[src/rtl/branch_predict_unit.sv]
// Branch predictor: a table of 2-bit saturating counters indexed by PC bits, with
// statistics counters for resolved and mispredicted conditional branches.
// Optional feature: define BPU_GLOBAL_HISTORY_EN to XOR a global taken/not-taken
// history into both the fetch and update indices (gshare-style).
module branch_predict_unit #(
  parameter int unsigned INDEX_W = 4,
  parameter int unsigned PC_W    = 64,
  parameter int unsigned CNT_W   = 16
) (
  input  logic               clk,
  input  logic               arst_n,
  input  logic [PC_W-1:0]    if_pc,
  input  logic [6:0]         if_opcode,
  output logic               pred_taken,
`ifdef BPU_GLOBAL_HISTORY_EN
  output logic [INDEX_W-1:0] pred_hist,
  input  logic [INDEX_W-1:0] upd_hist,
`endif
  input  logic               upd_valid,
  input  logic               upd_is_jump,
  input  logic [PC_W-1:0]    upd_pc,
  input  logic               upd_taken,
  input  logic               upd_pred,
  output logic               flush,
  output logic [CNT_W-1:0]   branch_cnt,
  output logic [CNT_W-1:0]   mispred_cnt
);

  localparam int unsigned Entries  = 2 ** INDEX_W;
  localparam logic [6:0]  OpBranch = 7'b1100011;

  logic [1:0]         table_q [Entries];
  logic [1:0]         table_d [Entries];
  logic [CNT_W-1:0]   branch_cnt_q, branch_cnt_d;
  logic [CNT_W-1:0]   mispred_cnt_q, mispred_cnt_d;
  logic [INDEX_W-1:0] if_idx, upd_idx;
  logic               cond_upd, mispred;

  // Only the word-index bits of the PCs select an entry.
  logic unused_pc_bits;
  assign unused_pc_bits = ^{if_pc[PC_W-1:INDEX_W+2], if_pc[1:0],
                            upd_pc[PC_W-1:INDEX_W+2], upd_pc[1:0]};

`ifdef BPU_GLOBAL_HISTORY_EN
  logic [INDEX_W-1:0] hist_q, hist_d;

  assign pred_hist = hist_q;
  // Update uses the history that travelled with the instruction, not the live one.
  assign if_idx    = if_pc[INDEX_W+1:2] ^ hist_q;
  assign upd_idx   = upd_pc[INDEX_W+1:2] ^ upd_hist;

  // Shift the resolved outcome into the history on each conditional update.
  always_comb begin
    hist_d = hist_q;
    if (cond_upd) begin
      hist_d = INDEX_W'({hist_q, upd_taken});
    end
  end

  // History register.
  always_ff @(posedge clk or negedge arst_n) begin
    if (!arst_n) begin
      hist_q <= '0;
    end else begin
      hist_q <= hist_d;
    end
  end
`else
  assign if_idx  = if_pc[INDEX_W+1:2];
  assign upd_idx = upd_pc[INDEX_W+1:2];
`endif

  assign cond_upd = upd_valid & ~upd_is_jump;
  assign mispred  = upd_taken ^ upd_pred;

  // Prediction reads the registered table directly: no same-cycle bypass.
  assign pred_taken  = (if_opcode == OpBranch) & table_q[if_idx][1];
  assign flush       = upd_valid & (upd_is_jump | mispred);
  assign branch_cnt  = branch_cnt_q;
  assign mispred_cnt = mispred_cnt_q;

  // Next-state for the counter table and the saturating statistics counters.
  always_comb begin
    table_d       = table_q;
    branch_cnt_d  = branch_cnt_q;
    mispred_cnt_d = mispred_cnt_q;
    if (cond_upd) begin
      if (upd_taken) begin
        if (table_q[upd_idx] != 2'b11) table_d[upd_idx] = table_q[upd_idx] + 2'b01;
      end else begin
        if (table_q[upd_idx] != 2'b00) table_d[upd_idx] = table_q[upd_idx] - 2'b01;
      end
      if (branch_cnt_q != '1) branch_cnt_d = branch_cnt_q + 1'b1;
      if (mispred && (mispred_cnt_q != '1)) mispred_cnt_d = mispred_cnt_q + 1'b1;
    end
  end

  // State registers; reset leaves every entry weakly not-taken.
  always_ff @(posedge clk or negedge arst_n) begin
    if (!arst_n) begin
      for (int i = 0; i < Entries; i++) table_q[i] <= 2'b01;
      branch_cnt_q  <= '0;
      mispred_cnt_q <= '0;
    end else begin
      table_q       <= table_d;
      branch_cnt_q  <= branch_cnt_d;
      mispred_cnt_q <= mispred_cnt_d;
    end
  end

endmodule

[config.mk]
export PLATFORM = sky130hd
export DESIGN_NAME = branch_predict_unit
export DESIGN_NICKNAME = d
export VERILOG_FILES = /design/src/rtl/branch_predict_unit.sv
export SDC_FILE = /design/constraint.sdc
export NUM_CORES = 1
export LEC_CHECK = 0
export ABC_AREA = 1
export BUFFER_PORTS_ARGS = -buffer_cell sky130_fd_sc_hd__buf_2
export CORE_MARGIN = 2
export CORE_UTILIZATION = 43
export DETAILED_ROUTE_END_ITERATION = 7
export PLACE_DENSITY = 0.79
export SLEW_MARGIN = 30
export SYNTH_ARGS = -nofsm -noshare
export SYNTH_HDL_FRONTEND = slang
export SYNTH_SLANG_ARGS = --single-unit
[constraint.sdc]
create_clock -name clk -period 2.3 [get_ports clk]
set_clock_uncertainty 0.05 [all_clocks]
set_input_delay 0.69 -clock clk [delete_from_list [all_inputs] [get_ports clk]]
set_output_delay 0.69 -clock clk [all_outputs]
set_load 0.05 [all_outputs]
## Word-level counts from Yosys, hierarchy flattened

Index checks and enable logic that the tools add are counted.
Widths: inputs -> output; s select.

| storage, ports and cells | value |
|---|---|
| flip-flop bits (word level) | 64 |
| logic and storage cells | 58 |
| input port bits | 141 |

| operators by class | value |
|---|---|
| equality and inequality tests | 5 |
| bitwise logic cells | 8 |
| magnitude comparators | 3 |
| muxes and demuxes | 13 |
| reductions and logical operators | 7 |
| add/subtract/negate cells | 4 |

Operator list:

| operator | number |
|---|---|
| $mux 32 | 3 |
| $bwmux 32 | 2 |
| $add 16x1->16 const B | 2 |
| $ne 16x16->1 const B | 2 |
| $bmux 2 s4 | 2 |
| $ge 5x5->1 const B | 2 |
| $mux 2 | 5 |
| $not 4->5 | 2 |
| $demux 2 s4 | 1 |
| $eq 7x7->1 const B | 1 |
| $lt 5x1->1 const B | 1 |
| $reduce_and 2->1 | 2 |
| $reduce_bool 2->1 | 2 |
| $and 1x1->1 | 3 |
| $reduce_and 3->1 | 1 |
| $add 2x1->2 const B | 1 |
| $logic_and 1x1->1 | 2 |
| $ne 2x1->1 const B | 1 |
| $ne 2x2->1 const B | 1 |
| $sub 2x1->2 const B | 1 |
| $not 1->1 | 1 |
| $or 1x1->1 | 1 |
| $xor 1x1->1 | 1 |

## Longest topological paths before layout

| logic depth | value |
|---|---|
| depth after elaboration | 8 |
| depth in mapped cells | 23 |
| depth with buffers taken out | 21 |

## Least setup slack after synthesis

OpenSTA, ideal clock, no wires.

| timing | value |
|---|---|
| kind | input port to flip-flop |
| from | input port upd_pc[3] |
| to | register table_q[13] in the netlist's numbering |
| stages | 11 |
| setup slack | -0.308 ns |
| data arrival time | 2.422 ns |
| required time | 2.114 ns |
| library setup time | 0.136 ns |
| path buffers | 2 |
| cells stage by stage | buf_2 -> nor2_1 -> a22oi_1 -> nand2_1 -> nand2_1 -> nand2_1 -> nor2_1 -> ha_1 -> xor2_1 -> clkbuf_1 -> o21ai_0 |

| on the way | value |
|---|---|
| cells in the longest elaborated chain, start to end | 8 |
| elaborated cells on any way between the ends | 21 |

Ends and longest elaborated chain:

| element | line | source |
|---|---|---|
| start, declared | 21 | `input logic [PC_W-1:0] upd_pc,` |
| $not 4->5 (implied by the code) * | 89, 91 |  |
| $bmux 2 s4, or another cell as far along | 89, 91 |  |
| $mux 2 (implied by the code) or $logic_and 1x1->1 (tied branches) | 89, 91 |  |
| $mux 2 (implied by the code) | 89, 91 |  |
| $sub 2x1->2, or another cell as far along | 91 | `if (table_q[upd_idx] != 2'b00) table_d[upd_idx] = table_q[upd_idx] - 2'b01;` |
| $bwmux 32, on equally long branches | 91, 89 |  |
| $mux 32, on equally long branches | 91, 89 |  |
| $mux 32 | 88 | `if (upd_taken) begin` |
| end signal, assigned | 105 | `table_q <= table_d;` |
| end, declared | 32 | `logic [1:0] table_q [Entries];` |

Mark *: on every way between the ends. The rest lies on a longest branch, timed or not. The select of a mux whose other input is x is not followed.
A chain may end at the register's enable or synchronous reset.

## Final worst setup path

| timing | value |
|---|---|
| from | input port upd_pc[2] |
| to | register table_q[13] in the netlist's numbering |

Same word-level chain as after synthesis.

==> flow_metrics.env <==
export IMPL_status="finished with violations"
export IMPL_violations="negative setup slack"
export IMPL_overflow=0
export IMPL_io_buffer_count=54
export IMPL_drv_cap=0
export IMPL_cts_tree="yes"
export IMPL_p_total_w=0.004172
export IMPL_num_vias=3695
export IMPL_fin_util_pct=57.48
export IMPL_htreeDepth=3
export IMPL_die_area_um2=9696
export IMPL_hold_class="in2async"
export IMPL_wl_per_cell_um=12.30
export IMPL_min_period_over_period_pct=101.0
export IMPL_fp_coreArea_um2=8678
export IMPL_io_pins=175
export IMPL_synthArstFlopShare_pct=100.0
export IMPL_synth_ff_type="dfrtp_1"
export IMPL_viasPerCell=4.927
export IMPL_rsz0062_at_grt="true"
export IMPL_synth_seq_cells=64
export IMPL_syn_inst=551
export IMPL_routed_wl_mm=9.226
export IMPL_yosysWarningCount=0
export IMPL_cts_root_buf="clkbuf_8"
export IMPL_synth_cell_types=30
export IMPL_grt_pass1_wl_mm=15.33
export IMPL_slew_headroom_pct=73.51
export IMPL_die_x_um=98.47
export IMPL_finalMaxSlewViolations=0
export IMPL_avgSynthCellArea_um2=6.964
export IMPL_final_antenna_net_count=0
export IMPL_postPlaceCellArea_um2=4467
export IMPL_hold_ws_ns=0.3071
export IMPL_period_minus_slack_ns=2.323
export IMPL_track_usage_pct=19.36
export IMPL_critPathCaptureType="flip-flop"
export IMPL_synthTopCellsByArea="dfrtp_1 31%, nand2_1 24%, dfstp_2 11%, nor2_1 5.5%, inv_1 5.2%"
export IMPL_synthesis_area_um2=3837
export IMPL_p_leak_nw=2.563
export IMPL_synth_edf_count=0
export IMPL_rr_worst_depth=17
export IMPL_ff2ff_setup_slack_ns=0.12
export IMPL_layout_drive_gt1_share_pct=31.00
export IMPL_setup_ws_ns=-0.02305
export IMPL_clk_pin_slew_worst_paths_ns=0.07
export IMPL_dp_worst_setup_slack_ns=-0.4560
export IMPL_clk_latency_ns=0.35
export IMPL_nets=782
export IMPL_ir_worst_vdd_mv=0.4288
export IMPL_seq_area_frac_synth_pct=42.26
export IMPL_grt_pass1_vias=3439
export IMPL_worstPathRequired_ns=2.47
export IMPL_antenna_found_initial=0
export IMPL_post_route_drc_count=0
export IMPL_synth_top_area_share_pct=31.30
export IMPL_worstSetupPathType="in2reg"
export IMPL_cp_max_fo=6
export IMPL_cts_buffers=9
export IMPL_cp_arrival_ns=2.50
export IMPL_syn_to_final_growth_pct=30.00
export IMPL_design_area_um2=4989
export IMPL_cts_buffer_depth=2
export IMPL_row_count=34
export IMPL_fmax_ghz=0.4305
export IMPL_initial_core_util_pct=44.22
export IMPL_critPathLaunchType="input pin"
export IMPL_synth_area_leader_cell="dfrtp_1"
export IMPL_n_antenna_cell=0
export IMPL_place_hpwl_mm=6.508
export IMPL_place_gp_congestion=0.8763
export IMPL_syn_nets=696
export IMPL_dr_pass1_iters=6
export IMPL_cts_sinks=64
export IMPL_tightest_slew_ns=0.3964
export IMPL_hold_viol=0
export IMPL_pwr_density_cell_nw_per_um2=836.2
export IMPL_fp_dieH_um=98.47
export IMPL_grt_start_max_net_pins=65
export IMPL_r2r_end="table_q[13]"
export IMPL_drtIter0Drc=157
export IMPL_final_setup_viol_count=3
export IMPL_cts_hold_buf=0
==> area by class of cell <==
cell class | count | area [um^2]
Fill cell | 788 | 3690
Sequential cell | 64 | 1622
Timing Repair Buffer | 85 | 610.6
Tap cell | 108 | 135.1
Clock inverter | 4 | 45.04
Inverter | 55 | 219.0
Multi-Input combinational cell | 422 | 2212
Clock buffer | 12 | 145.1
==> placed cells by master, fill, tap and decap left out, types with 8 or more instances in the layout <==
| master | synthesis | layout |
|---|---|---|
| buf_4 | 2 | 23 |
| xor2_1 | 13 | 12 |
| clkbuf_8 | 0 | 10 |
| o21ai_0 | 36 | 24 |
| o21ai_1 | 0 | 8 |
| buf_2 | 3 | 50 |
| inv_1 | 53 | 40 |
| xnor2_1 | 13 | 13 |
| nor2_1 | 56 | 40 |
| nand2_1 | 242 | 209 |
| a21oi_1 | 10 | 9 |
| dfrtp_1 | 48 | 48 |
| dfstp_2 | 16 | 16 |
| nand2_2 | 4 | 30 |
| inv_2 | 2 | 14 |
| nand3_1 | 20 | 19 |
| nor2_4 | 1 | 15 |
==> report_power, final <==
group          internal (W)  total (W)  switching (W)
sequential          0.00145    0.00171       0.000263
clock              0.000526   0.000966       0.000440
combinational      0.000502    0.00149       0.000989
==> stage by stage <==
stage | instances | TNS, ns
after floorplan | 551 | -2.758
final | 750 | -0.04182
after global placement | 731 | -12.17
after global routing | 750 | -1.905
after detailed placement | 731 | -13.13
after CTS | 747 | -0.02167
==> metal layers <==
metal,GRT usage [%],up-vias,wire (um)
met5,0,-,0
met4,8.114,0,158
met3,3.830,15,440
met2,30.61,92,4486
met1,26.15,1709,4141
li1,-,1879,-
==> cells in the mapped netlist (3+ instances only) <==
library cell / count
xor2_1: 13
nand2_1: 242
o21ai_2: 3
a21oi_1: 10
nand4_1: 3
nor3_1: 3
buf_6: 3
o211ai_1: 4
dfstp_2: 16
nand3_1: 20
xnor2_1: 13
nand2_2: 4
dfrtp_1: 48
inv_1: 53
nor2_1: 56
buf_2: 3
ha_1: 4
o21ai_0: 36
==> critical path: stages <==
cell	delay [ns]
buf_12	0.12
clkinv_8	0.07
buf_6	0.12
nand2_2	0.04
nand2_1	0.06
nand2_1	0.06
nand2_1	0.05
nand2_1	0.07
nand2_2	0.07
nor2_4	0.15
inv_2	0.06
ha_4	0.15
nand2_2	0.06
inv_2	0.03
nor2_2	0.08
nand2_2	0.09
buf_6	0.15
nor2_4	0.14
nand2_4	0.08
nand2_2	0.06
o21ai_0	0.08
==> cell families after synthesis <==
kind of cell,Yosys count,share of synthesized area [%]
compound gates,55,7.826
xor+xnor,26,5.934
fa+ha+maj,4,1.304
buf+inv,65,7.238
flops,64,42.26
simple gates,337,35.44
==> worst max-delay path by stage <==
stage / endpoint / slack [ns] / startpoint
final: table_q[13] / -0.02 / upd_pc[2]
after global routing: table_q[7] / -0.15 / upd_pc[2]
after CTS: pred_taken / -0.02 / if_pc[2]
after detailed placement: table_q[25] / -0.46 / upd_pc[2]
after global placement: table_q[3] / -0.41 / upd_pc[2]
after floorplan: table_q[7] / -0.15 / upd_pc[2]
==> timing repair <==
action                                  CTS  global route
hold endpoints to repair                  0             0
endpoints found under the setup margin   31            33
pin swaps                                 2            20
resized for setup                        27            76
buffers inserted                          0             2
gates cloned                              0             1
(Power assumes the default switching activity.)
